==> src/rtl/wdt_pkg.sv <==
// Shared types and defaults for the watchdog timeout escalation controller.
package wdt_pkg;

  typedef enum logic [1:0] {
    ST_IDLE  = 2'b00,
    ST_WARN  = 2'b01,
    ST_RESET = 2'b10
  } wdt_state_e;

  localparam int WDT_GRACE_CYCLES_DEF     = 8;
  localparam int WDT_RST_PULSE_CYCLES_DEF = 4;
  localparam int WDT_RST_CNT_W_DEF        = 4;

  function automatic int wdt_max(input int a, input int b);
    return (a > b) ? a : b;
  endfunction

endpackage

==> src/rtl/wdt_cycle_timer.sv <==
// Loadable down-counter shared by the grace window and the reset pulse.
module wdt_cycle_timer #(
  parameter int W = 4
) (
  input  logic         clk,
  input  logic         rst_n,
  input  logic         load_i,
  input  logic [W-1:0] load_val_i,
  output logic         zero_o
);

  logic [W-1:0] cnt_q;

  // Count down to zero and park there until reloaded.
  always_ff @(posedge clk or negedge rst_n) begin
    if (!rst_n) begin
      cnt_q <= '0;
    end else if (load_i) begin
      cnt_q <= load_val_i;
    end else if (cnt_q != '0) begin
      cnt_q <= cnt_q - W'(1);
    end else begin
      cnt_q <= cnt_q;
    end
  end

  assign zero_o = (cnt_q == '0);

endmodule

==> src/rtl/wdt_escalation.sv <==
// Escalates a watchdog timeout to a warning interrupt, then to a fixed-width
// system reset pulse if software does not acknowledge within the grace window.
module wdt_escalation
  import wdt_pkg::*;
#(
  parameter int GRACE_CYCLES     = WDT_GRACE_CYCLES_DEF,
  parameter int RST_PULSE_CYCLES = WDT_RST_PULSE_CYCLES_DEF,
  parameter int RST_CNT_W        = WDT_RST_CNT_W_DEF
) (
  input  logic                 clk,
  input  logic                 rst_n,
  input  logic                 timeout,
  input  logic                 irq_ack,
  input  logic                 clear_count,
  output logic                 irq,
  output logic                 wd_restart,
  output logic                 sys_reset,
  output logic [RST_CNT_W-1:0] reset_count
);

  localparam int TMR_W = $clog2(wdt_max(GRACE_CYCLES, RST_PULSE_CYCLES)) + 1;
  localparam logic [TMR_W-1:0] GRACE_LOAD = TMR_W'(GRACE_CYCLES - 1);
  localparam logic [TMR_W-1:0] PULSE_LOAD = TMR_W'(RST_PULSE_CYCLES - 1);
  localparam logic [RST_CNT_W-1:0] CNT_MAX = '1;

  wdt_state_e           state_q;
  logic                 timeout_q;
  logic                 irq_q;
  logic                 wd_restart_q;
  logic                 sys_reset_q;
  logic [RST_CNT_W-1:0] reset_count_q;
  logic [RST_CNT_W-1:0] reset_count_d;
  logic                 rise_s;
  logic                 escalate_s;
  logic                 tmr_load_s;
  logic                 tmr_zero_s;
  logic [TMR_W-1:0]     tmr_load_val_s;

  wdt_cycle_timer #(.W(TMR_W)) u_timer (
    .clk        (clk),
    .rst_n      (rst_n),
    .load_i     (tmr_load_s),
    .load_val_i (tmr_load_val_s),
    .zero_o     (tmr_zero_s)
  );

  // Edge detect, timer load decode and saturating counter next-state.
  always_comb begin
    rise_s         = timeout & ~timeout_q;
    escalate_s     = 1'b0;
    tmr_load_s     = 1'b0;
    tmr_load_val_s = GRACE_LOAD;
    case (state_q)
      ST_IDLE: begin
        tmr_load_s     = rise_s;
        tmr_load_val_s = GRACE_LOAD;
      end
      ST_WARN: begin
        escalate_s     = tmr_zero_s & ~irq_ack;
        tmr_load_s     = escalate_s;
        tmr_load_val_s = PULSE_LOAD;
      end
      default: begin
        tmr_load_s     = 1'b0;
        tmr_load_val_s = GRACE_LOAD;
      end
    endcase
    // Clear beats a coinciding increment.
    if (clear_count) begin
      reset_count_d = '0;
    end else if (escalate_s && (reset_count_q != CNT_MAX)) begin
      reset_count_d = reset_count_q + RST_CNT_W'(1);
    end else begin
      reset_count_d = reset_count_q;
    end
  end

  // Timeout history and escalation event counter.
  always_ff @(posedge clk or negedge rst_n) begin
    if (!rst_n) begin
      timeout_q     <= 1'b0;
      reset_count_q <= '0;
    end else begin
      timeout_q     <= timeout;
      reset_count_q <= reset_count_d;
    end
  end

  // Escalation FSM with registered outputs.
  always_ff @(posedge clk or negedge rst_n) begin
    if (!rst_n) begin
      state_q      <= ST_IDLE;
      irq_q        <= 1'b0;
      wd_restart_q <= 1'b0;
      sys_reset_q  <= 1'b0;
    end else begin
      case (state_q)
        ST_IDLE: begin
          wd_restart_q <= 1'b0;
          sys_reset_q  <= 1'b0;
          if (rise_s) begin
            state_q <= ST_WARN;
            irq_q   <= 1'b1;
          end else begin
            state_q <= ST_IDLE;
            irq_q   <= 1'b0;
          end
        end
        ST_WARN: begin
          if (irq_ack) begin
            state_q      <= ST_IDLE;
            irq_q        <= 1'b0;
            wd_restart_q <= 1'b1;
            sys_reset_q  <= 1'b0;
          end else if (tmr_zero_s) begin
            state_q      <= ST_RESET;
            irq_q        <= 1'b0;
            wd_restart_q <= 1'b1;
            sys_reset_q  <= 1'b1;
          end else begin
            state_q      <= ST_WARN;
            irq_q        <= 1'b1;
            wd_restart_q <= 1'b0;
            sys_reset_q  <= 1'b0;
          end
        end
        ST_RESET: begin
          irq_q <= 1'b0;
          if (tmr_zero_s) begin
            state_q      <= ST_IDLE;
            wd_restart_q <= 1'b0;
            sys_reset_q  <= 1'b0;
          end else begin
            state_q      <= ST_RESET;
            wd_restart_q <= 1'b1;
            sys_reset_q  <= 1'b1;
          end
        end
        default: begin
          state_q      <= ST_IDLE;
          irq_q        <= 1'b0;
          wd_restart_q <= 1'b0;
          sys_reset_q  <= 1'b0;
        end
      endcase
    end
  end

  assign irq         = irq_q;
  assign wd_restart  = wd_restart_q;
  assign sys_reset   = sys_reset_q;
  assign reset_count = reset_count_q;

endmodule

==> config.mk <==
export PLATFORM = sky130hd
export DESIGN_NAME = wdt_escalation
export DESIGN_NICKNAME = d
export VERILOG_FILES = /design/src/rtl/wdt_pkg.sv /design/src/rtl/wdt_cycle_timer.sv /design/src/rtl/wdt_escalation.sv
export SDC_FILE = /design/constraint.sdc
export NUM_CORES = 1
export LEC_CHECK = 0
export CELL_PAD_IN_SITES_DETAIL_PLACEMENT = 1
export CELL_PAD_IN_SITES_GLOBAL_PLACEMENT = 2
export CORE_MARGIN = 3
export CORE_UTILIZATION = 37
export CTS_BUF_LIST = sky130_fd_sc_hd__clkbuf_4 sky130_fd_sc_hd__clkbuf_8
export CTS_CLUSTER_DIAMETER = 120
export DETAILED_ROUTE_END_ITERATION = 6
export PLACE_DENSITY_LB_ADDON = 0.1
export SYNTH_ARGS = -nofsm -noshare
export SYNTH_HDL_FRONTEND = slang
export SYNTH_SLANG_ARGS = --single-unit
==> constraint.sdc <==
create_clock -name clk -period 4.2 [get_ports clk]
set_input_delay 0.84 -clock clk [delete_from_list [all_inputs] [get_ports clk]]
set_output_delay 0.84 -clock clk [all_outputs]
set_load 0.01 [all_outputs]
# ---- After elaboration in Yosys (flattened, before gate mapping)
# Index checks and enable logic that the tools add are counted.
dict set report op_classes {
  bitwise 4
  order_cmp 0
  div 0
  eq_ne 3
  multipliers 0
  reduce_logical 6
  shift 0
  addsub 2
  mux 21
}
# operator count
set op_table {}
lappend op_table {{2-to-1 mux 4 bit} 4}
lappend op_table {{2-to-1 mux 1 bit} 8}
lappend op_table {{one-hot mux 1 bit (2 select lines)} 4}
lappend op_table {{2-to-1 mux 2 bit} 3}
lappend op_table {{one-hot mux 2 bit (3 select lines)} 1}
lappend op_table {{adder 4 x 1 -> 4 bit, second input constant} 1}
lappend op_table {{logical NOT 4 bit} 1}
lappend op_table {{inequality test 4 bit, second input constant} 1}
lappend op_table {{nonzero test 2 bit} 2}
lappend op_table {{nonzero test 4 bit} 1}
lappend op_table {{subtractor 4 x 1 -> 4 bit, second input constant} 1}
lappend op_table {{2-to-1 mux 3 bit} 1}
lappend op_table {{AND 1 bit} 2}
lappend op_table {{equality test 2 x 1 -> 1 bit, second input constant} 1}
lappend op_table {{equality test 2 bit, second input constant} 1}
lappend op_table {{logical NOT 2 bit} 1}
lappend op_table {{NOT 1 bit} 2}
lappend op_table {{logical AND 1 bit} 1}
dict set report word_totals {
  elab_cells 43
  memories 0
  latchBits 0
  register_bits 14
  romBits 0
  inputBits 5
  ramBits 0
  out_inout_bits 7
}

# ---- Logic depth before layout (Yosys ltp)
# Gate-level depths: netlist of the first run.
dict set report logic_depth {
  depth_word 6
  ltp_mapped 7
  mapped_depth_nobuf 5
}

# ---- Modules after synthesis
# Synthesis of the first run repeated with hierarchy kept, for this count alone.
dict set report unflattened {
  cells_unflattened 67
  area_unflattened_um2 753.2
}
# module area_per_inst_um2 n_inst cells_each seq_area_each_um2
set modules_own_cells {}
lappend modules_own_cells {wdt_escalation 519.2 1 45 250.2}
lappend modules_own_cells {wdt_cycle_timer 234.0 1 22 100.1}

# ---- Worst setup path before layout of the first run
# OpenSTA, ideal clock, no wires.
dict set report synth_path {
  path_kind {register to register}
  start {register u_timer.cnt_q[0]}
  end {register reset_count_q[3], in the netlist reset_count[3]}
  stages_incl_launch_ff 8
  t_arrival_ns 1.777
  required_ns 4.074
  setup_time_ns 0.126
  slack_ns 2.297
  period_less_slack_ns 1.903
  path_cell_list {dfrtp_1 > inv_1 > ha_1 > or3b_1 > buf_6 > or2_0 > buf_2 > o311a_1}
}
dict set report synth_between {
  elab_chain_len 5
}
# element line_no
set synth_rtl {}
lappend synth_rtl {{from (decl)} wdt_cycle_timer.sv:12} ;# logic [W-1:0] cnt_q;
lappend synth_rtl {{from (signal assigned)} wdt_cycle_timer.sv:19} ;# cnt_q <= load_val_i;
lappend synth_rtl {{from (signal assigned)} wdt_cycle_timer.sv:21} ;# cnt_q <= cnt_q - W'(1);
lappend synth_rtl {{from (signal assigned)} wdt_cycle_timer.sv:23} ;# cnt_q <= cnt_q;
lappend synth_rtl {{logical NOT 4 bit} wdt_cycle_timer.sv:27} ;# assign zero_o = (cnt_q == '0);
lappend synth_rtl {{AND 1 bit} wdt_escalation.sv:59} ;# escalate_s = tmr_zero_s & ~irq_ack;
lappend synth_rtl {{2-to-1 mux 1 bit} wdt_escalation.sv:53} ;# case (state_q)
lappend synth_rtl {{logical AND 1 bit} wdt_escalation.sv:71} ;# end else if (escalate_s && (reset_count_q != CNT_MAX)) begin
lappend synth_rtl {{nonzero test 2 bit (no line)} n/a}
lappend synth_rtl {{to (signal assigned)} wdt_escalation.sv:85} ;# reset_count_q <= reset_count_d;
lappend synth_rtl {{to (decl)} wdt_escalation.sv:31} ;# logic [RST_CNT_W-1:0] reset_count_q;
# No other way between the ends.
# A chain may end at the register's enable or synchronous reset.

# ---- Worst setup path after layout of the first run
dict set report layout_path {
  start {register reset_count_q[2], in the netlist reset_count[2]}
  end {output reset_count[2]}
}
# element line_no
set layout_rtl {}
lappend layout_rtl {{to (decl)} wdt_escalation.sv:18} ;# output logic [RST_CNT_W-1:0] reset_count
# No word-level cell between the ends.

==> results of run 1 <==
[per-stage QoR]
step           hold slack [ns]  util (%)  instances  worst slack, ns
6_report                 0.582      49.9        107             2.06
5_1_grt                  0.634      49.9        107             1.98
4_1_cts                  0.591      49.9        107             2.05
3_5_place_dp             0.575      47.9        103             1.87
3_3_place_gp             0.563      47.9        103             1.91
2_1_floorplan            0.527         -         69             2.30
[logic make-up (layout without fill, tap and decap cells)]
kind of cell | Yosys count | after routing | synth area share [%]
compound gates | 12 | 12 | 12.5
simple gates | 21 | 21 | 15.3
mux | 3 | 3 | 4.24
fa+ha+maj | 7 | 7 | 11.9
buf+inv | 10 | 23 | 6.27
xor+xnor | 2 | 2 | 2.37
flops | 14 | 14 | 47.5
[per-layer routing]
layer	global-route usage, %	up-vias
li1	-	262
met1	18.6	262
met2	23.3	7
met3	3.56	4
met4	5.38	0
met5	0	-
[synthesized netlist by cell type]
master / n
o21ai_0: 3
nand2b_1: 1
buf_6: 1
xnor2_1: 1
nand3_1: 3
or3b_1: 1
a21oi_1: 1
inv_1: 8
o211ai_1: 1
nand2_1: 4
xor2_1: 1
buf_2: 1
ha_1: 7
mux2_2: 1
nand3b_1: 1
a311oi_2: 1
o311ai_0: 1
o41ai_1: 1
nor2_1: 4
a21boi_0: 2
or2_0: 1
mux2i_1: 2
dfrtp_1: 14
nor3_1: 1
o31ai_1: 1
nor3b_1: 1
and2_2: 1
o311a_1: 1
nor2b_1: 3
[layout make-up]
type	count	area [sq um]
repair buffers	11	110
fillers	215	902
clock buffers	4	36.3
inverters	8	30.0
well taps	25	31.3
multi-input cells	45	342
flip-flops and latches	14	350
[tightest hold or removal path, cell delays in order (launching register included)]
cell	delay, ns
dfrtp_1	0.41
nand2_1	0.08
mux2i_1	0.06
[placed cells by master, fill, tap and decap left out]
master           synthesis  routed
a21boi_0                 2       2
a21oi_1                  1       1
and2_2                   1       1
inv_1                    8       8
nand2_1                  4       4
ha_1                     7       7
xor2_1                   1       1
nor2_1                   4       4
nand3b_1                 1       1
or2_0                    1       1
or3b_1                   1       1
o311a_1                  1       1
clkbuf_8                 0       1
nor3_1                   1       1
nor2b_1                  3       3
nand3_1                  3       3
o21ai_0                  3       3
a311oi_2                 1       1
o41ai_1                  1       1
o211ai_1                 1       1
nand2b_1                 1       1
nor3b_1                  1       1
xnor2_1                  1       1
clkbuf_4                 0       3
o311ai_0                 1       1
mux2_2                   1       1
mux2i_1                  2       2
clkdlybuf4s50_1          0      11
o31ai_1                  1       1
dfrtp_1                 14      14
[path summary, 6_finish.rpt]
check	to	slack, ns	from
setup / recovery	reset_count[2]	2.06	reset_count[2]$_DFFE_PN0P_
hold / removal	reset_count[1]$_DFFE_PN0P_	0.58	reset_count[1]$_DFFE_PN0P_
setup reg to reg	reset_count[3]$_DFFE_PN0P_	2.12	u_timer.cnt_q[0]$_DFFE_PN0P_
hold reg to reg	reset_count[1]$_DFFE_PN0P_	0.58	reset_count[1]$_DFFE_PN0P_
max in group asynchronous	sys_reset$_DFF_PN0_	2.84	rst_n
min in group asynchronous	u_timer.cnt_q[3]$_DFFE_PN0P_	0.95	rst_n
[sequential cells by signal (all words and copies together), names as in the netlist]
signal / count
sys_reset: 1
timeout_q: 1
u_timer.cnt_q: 4
reset_count: 4
wd_restart: 1
state_q: 2
irq: 1
[power by group through the flow]
| stage | Sequential (mW) | Combinational [mW] | Clock (mW) |
|---|---|---|---|
| after floorplan | 0.188 | 0.109 | 0 |
| after global placement | 0.189 | 0.149 | 0 |
| after detailed placement | 0.192 | 0.151 | 0 |
| after CTS | 0.188 | 0.153 | 0.0999 |
| after global routing | 0.191 | 0.173 | 0.110 |
| final | 0.187 | 0.150 | 0.0973 |
==> summary.md, run 1 <==
| Metric | Value |
|---|---|
| Status | complete, no violations |
| Met1 Wirelength | roughly 740 um |
| MaxCap Viol Count | 0 |
| Nets | between 90 and 100 |
| DR WL met2 | 707 um |
| Drt first pass iters | 4 |
| Internal power | just under 0.3 mW |
| Core ar. | roughly 1800 sq um |
| Final WL | approximately 1500 um |
| RSZ-0062 raised after global routing | false |
| Sequential power share | 43.0% |
| Min Clock Period, post-route | approximately 2.1 ns |
| Final instance area | roughly 900 sq um |
| PortBufs | 11 |
| Min-Delay Path Class | reg -> reg |
| Worst VDD drop | between 200 and 250 uV |
| Setup TNS Final | 0 ns |
| Top-area cell type share of the netlist area | between 40% and 50% |
| Post-synthesis sequential area ratio | ~47% |
| Ant. Diodes | 0 |
| Final setup viols | 0 |
| Min-Delay Path Depth | 2 |
| Via density | roughly 5.0 |
| #FFs+latches synth | 14 |
| First-pass GRT wire length | around 2700 um |
| Initial antenna violation count | 0 |
| Max_slew headroom | a little under three fifths |
| Gr usage total | approximately 14% |
| Sw Pwr | 0.144 mW |
| CP Cell Sequence | clkdlybuf4s50_1 |
| Tcrit/Tclk final | roughly half |
| WP data arrival | roughly 1.3 ns |
| HPWL Detailed | about 1200 um |
| Vias in the first global route | between 500 and 600 |
| Cell Rows | 15 |
| Max layer used | met4 |
| H-tree depth | 1 |
| Post_cts resized | 0 |
| Die Area | approximately 2600 sq um |
| IO Pins | 12 |
| Vias | between 500 and 600 |
| Slew @ Worst Pin | between 0.6 and 0.7 ns |
| Root Driver | clkbuf_4 |
| Clock transition at path regs | ~0.090 ns |
| DR WL met3 | about 32 um |
| Net switching fraction of the power | between 30% and 40% |
| CP bufs+invs | 1 |
| Worst path slowest cell | clkdlybuf4s50_1 |
| Area after DPL | between 800 and 900 sq um |
| PD cells | just under 500 nW/um^2 |
| Clock sinks | 14 |
| Final Hold Fails | 0 |
| Syn_area_per_cell | 10.7 sq um |
| Clk pwr share | 22.4% |
| Crit-path max FO | 5 |
| Chip width | 50.7 um |
| Crit. End Element | primary output |
| Largest stage delay on the critical path | 0.58 ns |
| Largest net degree at the start of global routing | 15 |
| Worst Setup Start Kind | flip-flop |
| Setup CP Type | reg -> out |
| Post-synth cell types | 29 |
| Die H | approximately 51 um |
| Gpl congestion | 0.759 |
| Post-CTS Setup Bufs | 0 |
| Post-synth top area cell | dfrtp_1 |
| Mapped cell area | between 700 and 800 sq um |
| CP delay by family, top | buffers and inverters |
| DR iter-0 viols | 5 |
| Num CTS Buffers | 3 |
| Leak pwr | 0.403 nW |
| Syn. warnings | 0 |
| DR DRC count | 0 |
| CTS tree | built |
| Initial core utilization | slightly above 40% |
| Synth-to-layout area growth | 21.9% |
| Skew final | 0.000966 ns |
| Synth area leaders | dfrtp_1 47%, ha_1 12%, inv_1 4.1% |
| Clock tree buffer depth | 2 |
| Worst endpoint required time | roughly 3.4 ns |
| Stages on worst setup path | 1 |
| Clock Latency Late Sink | 0.27 ns |
| Synth Net Count | ~80 |
| Cells after synthesis | ~70 |
| Fmax achieved | about 0.47 GHz |
| Hold_buf cts | 0 |
| Combinational power share | 34.6% |
| Post-route ant nets | 0 |
| Grt total ovfl | 0 |
| Share of post-route cells with drive strength above 1 | 8.54% |
| Pins Over Slew Limit | 0 |
| FF-to-FF path depth | 5 |
| Drt wl/cell | 14.1 um |
| Total power | 0.435 mW |
Power figures use the tool's default switching activity.
==> run 2: changes to the inputs <==
- CORE_UTILIZATION: 37 -> 31
- clock period: 4.2 -> 1.8 ns (I/O delays scaled with it)
==> summary.md, run 2 (synthesis gave the netlist of run 1 again) <==
| Metric | Value |
|---|---|
| Cell Rows | 17 (was 15) |
| Clk pwr share | 20.6% (was 22.4%) |
| Internal power | 0.767 mW (was 0.291 mW) |
| Worst VDD drop | 495 uV (was 240 uV) |
| Max_slew headroom | 72.7% (was 57.4%) |
| Initial antenna violation count | 0 (unchanged) |
| Share of post-route cells with drive strength above 1 | 23.1% (was 8.54%) |
| Clock transition at path regs | 0.09 ns (about the same) |
| Clock sinks | 14 (unchanged) |
| Placed Cells | 113 (was 103) |
| Status | complete, no violations (unchanged) |
| Min Clock Period, post-route | about 1.8 ns |
| IO Pins | 12 (unchanged) |
| Final WL | 1580 um (was 1510 um) |
| Min-Delay Path Class | in -> async (was reg -> reg) |
| Finished Layout Cells | 119 (was 107) |
| Drt first pass iters | 2 (was 4) |
| Gr usage total | 13.0% (was 14.4%) |
| Most frequent cells in the layout | 14 x dfrtp_1, 11 x clkdlybuf4s50_1, 9 x buf_4 (was 14 x dfrtp_1, 11 x clkdlybuf4s50_1, 8 x inv_1) |
| Initial core utilization | 33.1% (was 41.0%) |
| RSZ-0062 raised after global routing | true (was false) |
| Sw Pwr | 0.370 mW (was 0.144 mW) |
| PD cells | 1130 nW/um^2 (was 483 nW/um^2) |
| WP data arrival | 1.95 ns (was 1.30 ns) |
| Drt wl/cell | 13.2 um (was 14.1 um) |
| Combinational power share | 41.0% (was 34.6%) |
| Area after DPL | 932 sq um (was 863 sq um) |
| Sequential power share | 38.4% (was 43.0%) |
| Via density | 4.68 (was 5.00) |
| Die Area | 3000 sq um (was 2570 sq um) |
| Nets | 104 (was 95) |
| Fmax achieved | around 0.57 GHz |
| Worst endpoint required time | 1.98 ns (was 3.36 ns) |
| Ant. Diodes | 0 (unchanged) |
| Crit-path max FO | 5 (unchanged) |
| Chip width | 54.8 um (was 50.7 um) |
| Setup CP Type | reg -> reg (was reg -> out) |
| Worst Setup Start Kind | flip-flop (unchanged) |
| Slew @ Worst Pin | 0.405 ns (was 0.637 ns) |
| Post-route ant nets | 0 (unchanged) |
| Core ar. | 2230 sq um (was 1800 sq um) |
| Crit. End Element | flip-flop (was primary output) |
| Synth-to-layout area growth | 36.6% (was 21.9%) |
| Die H | 54.8 um (was 50.7 um) |
| Final Hold Fails | 0 (unchanged) |
| HPWL Detailed | 1190 um (was 1180 um) |
| Vias in the first global route | 577 (was 581) |
| Pins Over Slew Limit | 0 (unchanged) |
| Layout filler cell count | 255 (was 215) |
| First-pass GRT wire length | 2640 um (was 2740 um) |
| DR DRC count | 0 (unchanged) |
| Num CTS Buffers | 3 (unchanged) |
| PortBufs | 11 (unchanged) |
| Root Driver | clkbuf_4 (unchanged) |
| Tcrit/Tclk final | a little over nine tenths |
| Grt total ovfl | 0 (unchanged) |
| Largest net degree at the start of global routing | 15 (unchanged) |
| Vias | 557 (was 535) |
| Leak pwr | 0.454 nW (was 0.403 nW) |
| Worst R2R Setup Slack | 0.04 ns (was 2.12 ns) |
| Net switching fraction of the power | 32.5% (was 33.0%) |
| Clock Latency Late Sink | 0.29 ns (was 0.27 ns) |
| Skew final | 0.00448 ns (was 0.000966 ns) |
| Gpl congestion | 0.699 (was 0.759) |
| DR iter-0 viols | 2 (was 5) |
| Final setup viols | 0 (unchanged) |
| MaxCap Viol Count | 0 (unchanged) |
| Final instance area | 1010 sq um (was 900 sq um) |
| CTS tree | built (unchanged) |
| Commonest non-fill, non-tap cell in the layout | dfrtp_1 (unchanged) |
| H-tree depth | 1 (unchanged) |
| Clock tree buffer depth | 2 (unchanged) |
| Setup TNS Final | 0 ns (unchanged) |
-- run 2: final timing paths --
kind	from	cells after the start	to
max	u_timer.cnt_q[0]$_DFFE_PN0P_	5	reset_count[0]$_DFFE_PN0P_
min	rst_n	2	u_timer.cnt_q[1]$_DFFE_PN0P_
max reg2reg	u_timer.cnt_q[0]$_DFFE_PN0P_	5	reset_count[0]$_DFFE_PN0P_
min reg2reg	reset_count[1]$_DFFE_PN0P_	2	reset_count[1]$_DFFE_PN0P_
max in group asynchronous	rst_n	2	state_q[0]$_DFF_PN0_
min in group clk	timeout	1	timeout_q$_DFF_PN0_
-- run 2: stage by stage --
step | setup WS (ns) | hold slack, ns | utilization (%) | power [mW]
finish | 0.0352 | 0.373 | 45.2 | 1.14
global route | -0.0297 | 0.378 | 45.2 | 1.25
CTS | 0.00305 | 0.368 | 43.4 | 1.12
detailed placement | -0.00230 | 0.580 | 41.7 | 0.875
global placement | 0.0257 | 0.556 | 41.7 | 0.873
floorplan | -0.000471 | 0.0644 | - | 0.716
-- run 2: timing repair --
item,CTS,global route
endpoints found under the setup margin,0,6
setup buffers,0,2
hold buffers,0,0
gates resized for setup,0,5
-- run 2: critical path, stage by stage, from the launching register on --
cell	delay, ns
dfrtp_1	0.39
inv_2	0.08
ha_4	0.13
or3b_4	0.41
a311oi_4	0.32
mux2_4	0.33
-- run 2: power groups by stage --
stage	Sequential (mW)	Combinational [mW]	Clock, mW
after global placement	0.442	0.432	0
after detailed placement	0.445	0.430	0
after global routing	0.451	0.541	0.263
after floorplan	0.443	0.273	0
after CTS	0.439	0.437	0.250
final	0.436	0.466	0.235
-- run 2: final cells by class --
cell class	instances	area, sq um	area share, %
multi-input cells	45	379	37.6
well taps	28	35.0	3.47
repair buffers	20	178	17.6
flip-flops and latches	14	350	34.7
inverters	8	30.0	2.98
clock buffers	4	36.3	3.60
-- run 2: routing by layer --
metal	global-route usage [%]	routed length, um	share of wire (%)	vias to the layer above
met5	0	0	0	-
met4	9.96	50	3.2	0
met3	2.45	26	1.6	5
met2	18.3	715	45	7
met1	17.3	783	50	266
li1	-	-	-	279
==> run 3: changes to the inputs <==
- CORE_UTILIZATION: 31 -> 32
- CTS_CLUSTER_SIZE: default -> 24
- HOLD_SLACK_MARGIN: default -> 0.1
- SYNTH_HIERARCHICAL: default -> 1
==> summary.md, run 3 <==
| Metric | Value |
|---|---|
| Async SR Flop Fraction | 100% (unchanged) |
| HPWL Detailed | 1230 um (was 1190 um) |
| Count leader, synth | dfrtp_1 (unchanged) |
| Pins Over Slew Limit | 0 (unchanged) |
| Synth area leaders | dfrtp_1 47%, ha_1 10%, mux2i_1 4.0% (was dfrtp_1 47%, ha_1 12%, inv_1 4.1%) |
| Crit. End Element | primary output (was flip-flop) |
| Share of post-route cells with drive strength above 1 | 31.2% (was 23.1%) |
| Vias in the first global route | 589 (was 577) |
| Initial antenna violation count | 0 (unchanged) |
| Worst Setup Start Kind | flip-flop (unchanged) |
| Internal power | 0.819 mW (was 0.767 mW) |
| Post-synth cell types | 29 (unchanged) |
| Post-synthesis sequential area ratio | 46.5% (was 47.5%) |
| DR iter-0 viols | 4 (was 2) |
| Cells after synthesis | 67 (was 69) |
| IO Pins | 12 (unchanged) |
| Final WL | 1760 um (was 1580 um) |
| Num CTS Buffers | 3 (unchanged) |
| Via density | 4.88 (was 4.68) |
| Fmax achieved | 0.570 GHz (was 0.567 GHz) |
| H-tree depth | 1 (unchanged) |
| Top-area cell type share of the netlist area | 46.5% (was 47.5%) |
| Status | complete, no violations (unchanged) |
| Setup TNS Final | 0 ns (unchanged) |
| Sequential cell area | 352 sq um (was 350 sq um) |
| Clk pwr share | 18.0% (was 20.6%) |
| CP delay by family, top | buffers and inverters (was simple AND/OR/NAND/NOR gates) |
| Tcrit/Tclk final | 97.4% (was 98.0%) |
| Clock tree buffer depth | 2 (unchanged) |
| Clock Latency Late Sink | 0.27 ns (was 0.29 ns) |
| Final setup viols | 0 (unchanged) |
| Largest net degree at the start of global routing | 15 (unchanged) |
| Total power | 1.23 mW (was 1.14 mW) |
| Footprint of the multi-input gates | 425 sq um (was 379 sq um) |
| Clock transition at path regs | 0.09 ns (about the same) |
| Synth-to-layout area growth | 41.0% (was 36.6%) |
| Ys flop type | dfrtp_1 (unchanged) |
| WP data arrival | 1.39 ns (was 1.95 ns) |
| Die Area | 2970 sq um (was 3000 sq um) |
| CP Cell Sequence | clkdlybuf4s50_1 (was inv_2 -> ha_4 -> or3b_4 -> a311oi_4 -> mux2_4) |
| Mapped cell area | 753 sq um (was 738 sq um) |
| CTS tree | built (unchanged) |
| Drt wl/cell | 14.7 um (was 13.2 um) |
| Worst VDD drop | 538 uV (was 495 uV) |
| Syn_area_per_cell | 11.2 sq um (was 10.7 sq um) |
| Most common library cells after synthesis | 14 x dfrtp_1, 6 x ha_1, 5 x inv_1 (was 14 x dfrtp_1, 8 x inv_1, 7 x ha_1, 4 x nand2_1, 4 x nor2_1) |
| Cell Rows | 16 (was 17) |
| Initial core utilization | 36.2% (was 33.1%) |
| Skew final | 0.00538 ns (was 0.00448 ns) |
| Chip width | 54.5 um (was 54.8 um) |
| Min-Delay Path Class | in -> async (unchanged) |
| Post-synth top area cell | dfrtp_1 (unchanged) |
| Final Hold Fails | 0 (unchanged) |
| Core ar. | 2080 sq um (was 2230 sq um) |
| Worst path slowest cell | clkdlybuf4s50_1 (was or3b_4) |
| Ant. Diodes | 0 (unchanged) |
| Post-synth EDFFs | 0 (unchanged) |
| Gpl congestion | 0.639 (was 0.699) |
| Worst endpoint required time | 1.44 ns (was 1.98 ns) |
| CP bufs+invs | 1 (unchanged) |
| Drt first pass iters | 3 (was 2) |
| DR DRC count | 0 (unchanged) |
| Commonest non-fill, non-tap cell in the layout | dfrtp_1 (unchanged) |
| First-pass GRT wire length | 2620 um (was 2640 um) |
| Largest stage delay on the critical path | 0.60 ns (was 0.41 ns) |
| Die H | 54.5 um (was 54.8 um) |
| Vias | 586 (was 557) |
| Fin util | 51.0% (was 45.2%) |
| Sequential power share | 37.6% (was 38.4%) |
| Nets | 105 (was 104) |
| Leak pwr | 0.480 nW (was 0.454 nW) |
| Placed Cells | 110 (was 113) |
| Sw Pwr | 0.415 mW (was 0.370 mW) |
| Finished Layout Cells | 120 (was 119) |
| Gr usage total | 12.6% (was 13.0%) |
| Post-route ant nets | 0 (unchanged) |
| Min Clock Period, post-route | 1.75 ns (was 1.76 ns) |
| Crit-path max FO | 6 (was 5) |
| PortBufs | 11 (unchanged) |
| Net switching fraction of the power | 33.6% (was 32.5%) |
| PD cells | 1160 nW/um^2 (was 1130 nW/um^2) |
| Grt total ovfl | 0 (unchanged) |
| Layout filler cell count | 243 (was 255) |
| Hold_buf cts | 0 (unchanged) |
| #FFs+latches synth | 14 (unchanged) |
| Syn. warnings | 6 (was 0) |
| Most frequent cells in the layout | 13 x dfrtp_1, 11 x clkdlybuf4s50_1, 10 x buf_4 (was 14 x dfrtp_1, 11 x clkdlybuf4s50_1, 9 x buf_4) |
| MaxCap Viol Count | 0 (unchanged) |
| Combinational power share | 44.5% (was 41.0%) |
| Root Driver | clkbuf_4 (unchanged) |
| Setup CP Type | reg -> out (was reg -> reg) |
| Clock sinks | 14 (unchanged) |
==> run 3: timing repair <==
| item | CTS | global route |
|---|---|---|
| resized for setup | 3 | 9 |
| pin swaps | 0 | 3 |
| endpoints found under the setup margin | 3 | 4 |
| cloned | 0 | 0 |
| buffers inserted | 0 | 6 |
==> run 3: area by class of cell <==
class                   count  share of cell area (%)
multi-input cells          48                    40.0
well taps                  27                    3.18
flip-flops and latches     14                    33.1
clock buffers               4                    3.42
inverters                   5                    1.77
repair buffers             22                    18.5
==> run 3: logic make-up (layout without fill, tap and decap cells) <==
logic type / after synthesis / after routing / share of synthesized area (%)
compound gates: 13 / 13 / 12.5
mux: 5 / 5 / 6.98
fa+ha+maj: 6 / 6 / 9.97
buf+inv: 6 / 31 / 2.99
other cells: 2 / 3 / 0.997
xor+xnor: 1 / 1 / 1.16
simple gates: 20 / 20 / 18.9
flops: 14 / 14 / 46.5
==> run 3: stage by stage <==
| step | area, sq um | setup slack (ns) | hold slack (ns) |
|---|---|---|---|
| 3_3_place_gp | 937 | 0.0598 | 0.569 |
| 5_1_grt | 1060 | -0.0197 | 0.390 |
| 3_5_place_dp | 937 | -0.0529 | 0.565 |
| 4_1_cts | 985 | 0.000890 | 0.395 |
| 2_1_floorplan | 769 | 0.00700 | 0.0644 |
| 6_report | 1060 | 0.0468 | 0.394 |
==> run 3: metal layers <==
metal	GRT usage, %	part of all wire, %
met4	4.98	0.74
met2	19.3	52
met3	3.00	2.7
met1	16.9	45
met5	0	0
==> run 3: worst paths after layout <==
check	start	endpoint	slack (ns)	cells after the start
setup / recovery	reset_count[2]$_DFFE_PN0P_	reset_count[2]	0.05	1
hold / removal	rst_n	reset_count[2]$_DFFE_PN0P_	0.39	2
setup reg to reg	u_timer/cnt_q[0]$_DFFE_PN0P_	reset_count[0]$_DFFE_PN0P_	0.07	6
hold reg to reg	reset_count[3]$_DFFE_PN0P_	reset_count[3]$_DFFE_PN0P_	0.57	1
max in group asynchronous	rst_n	reset_count[3]$_DFFE_PN0P_	1.22	2
min in group clk	timeout	timeout_q$_DFF_PN0_	0.56	1
==> run 3: power groups by stage <==
stage               clock [mW]  sequential [mW]  combinational [mW]
floorplan                    0            0.460               0.321
global placement             0            0.463               0.463
detailed placement           0            0.469               0.477
CTS                      0.230            0.461               0.488
global route             0.254            0.478               0.610
finish                   0.222            0.464               0.549
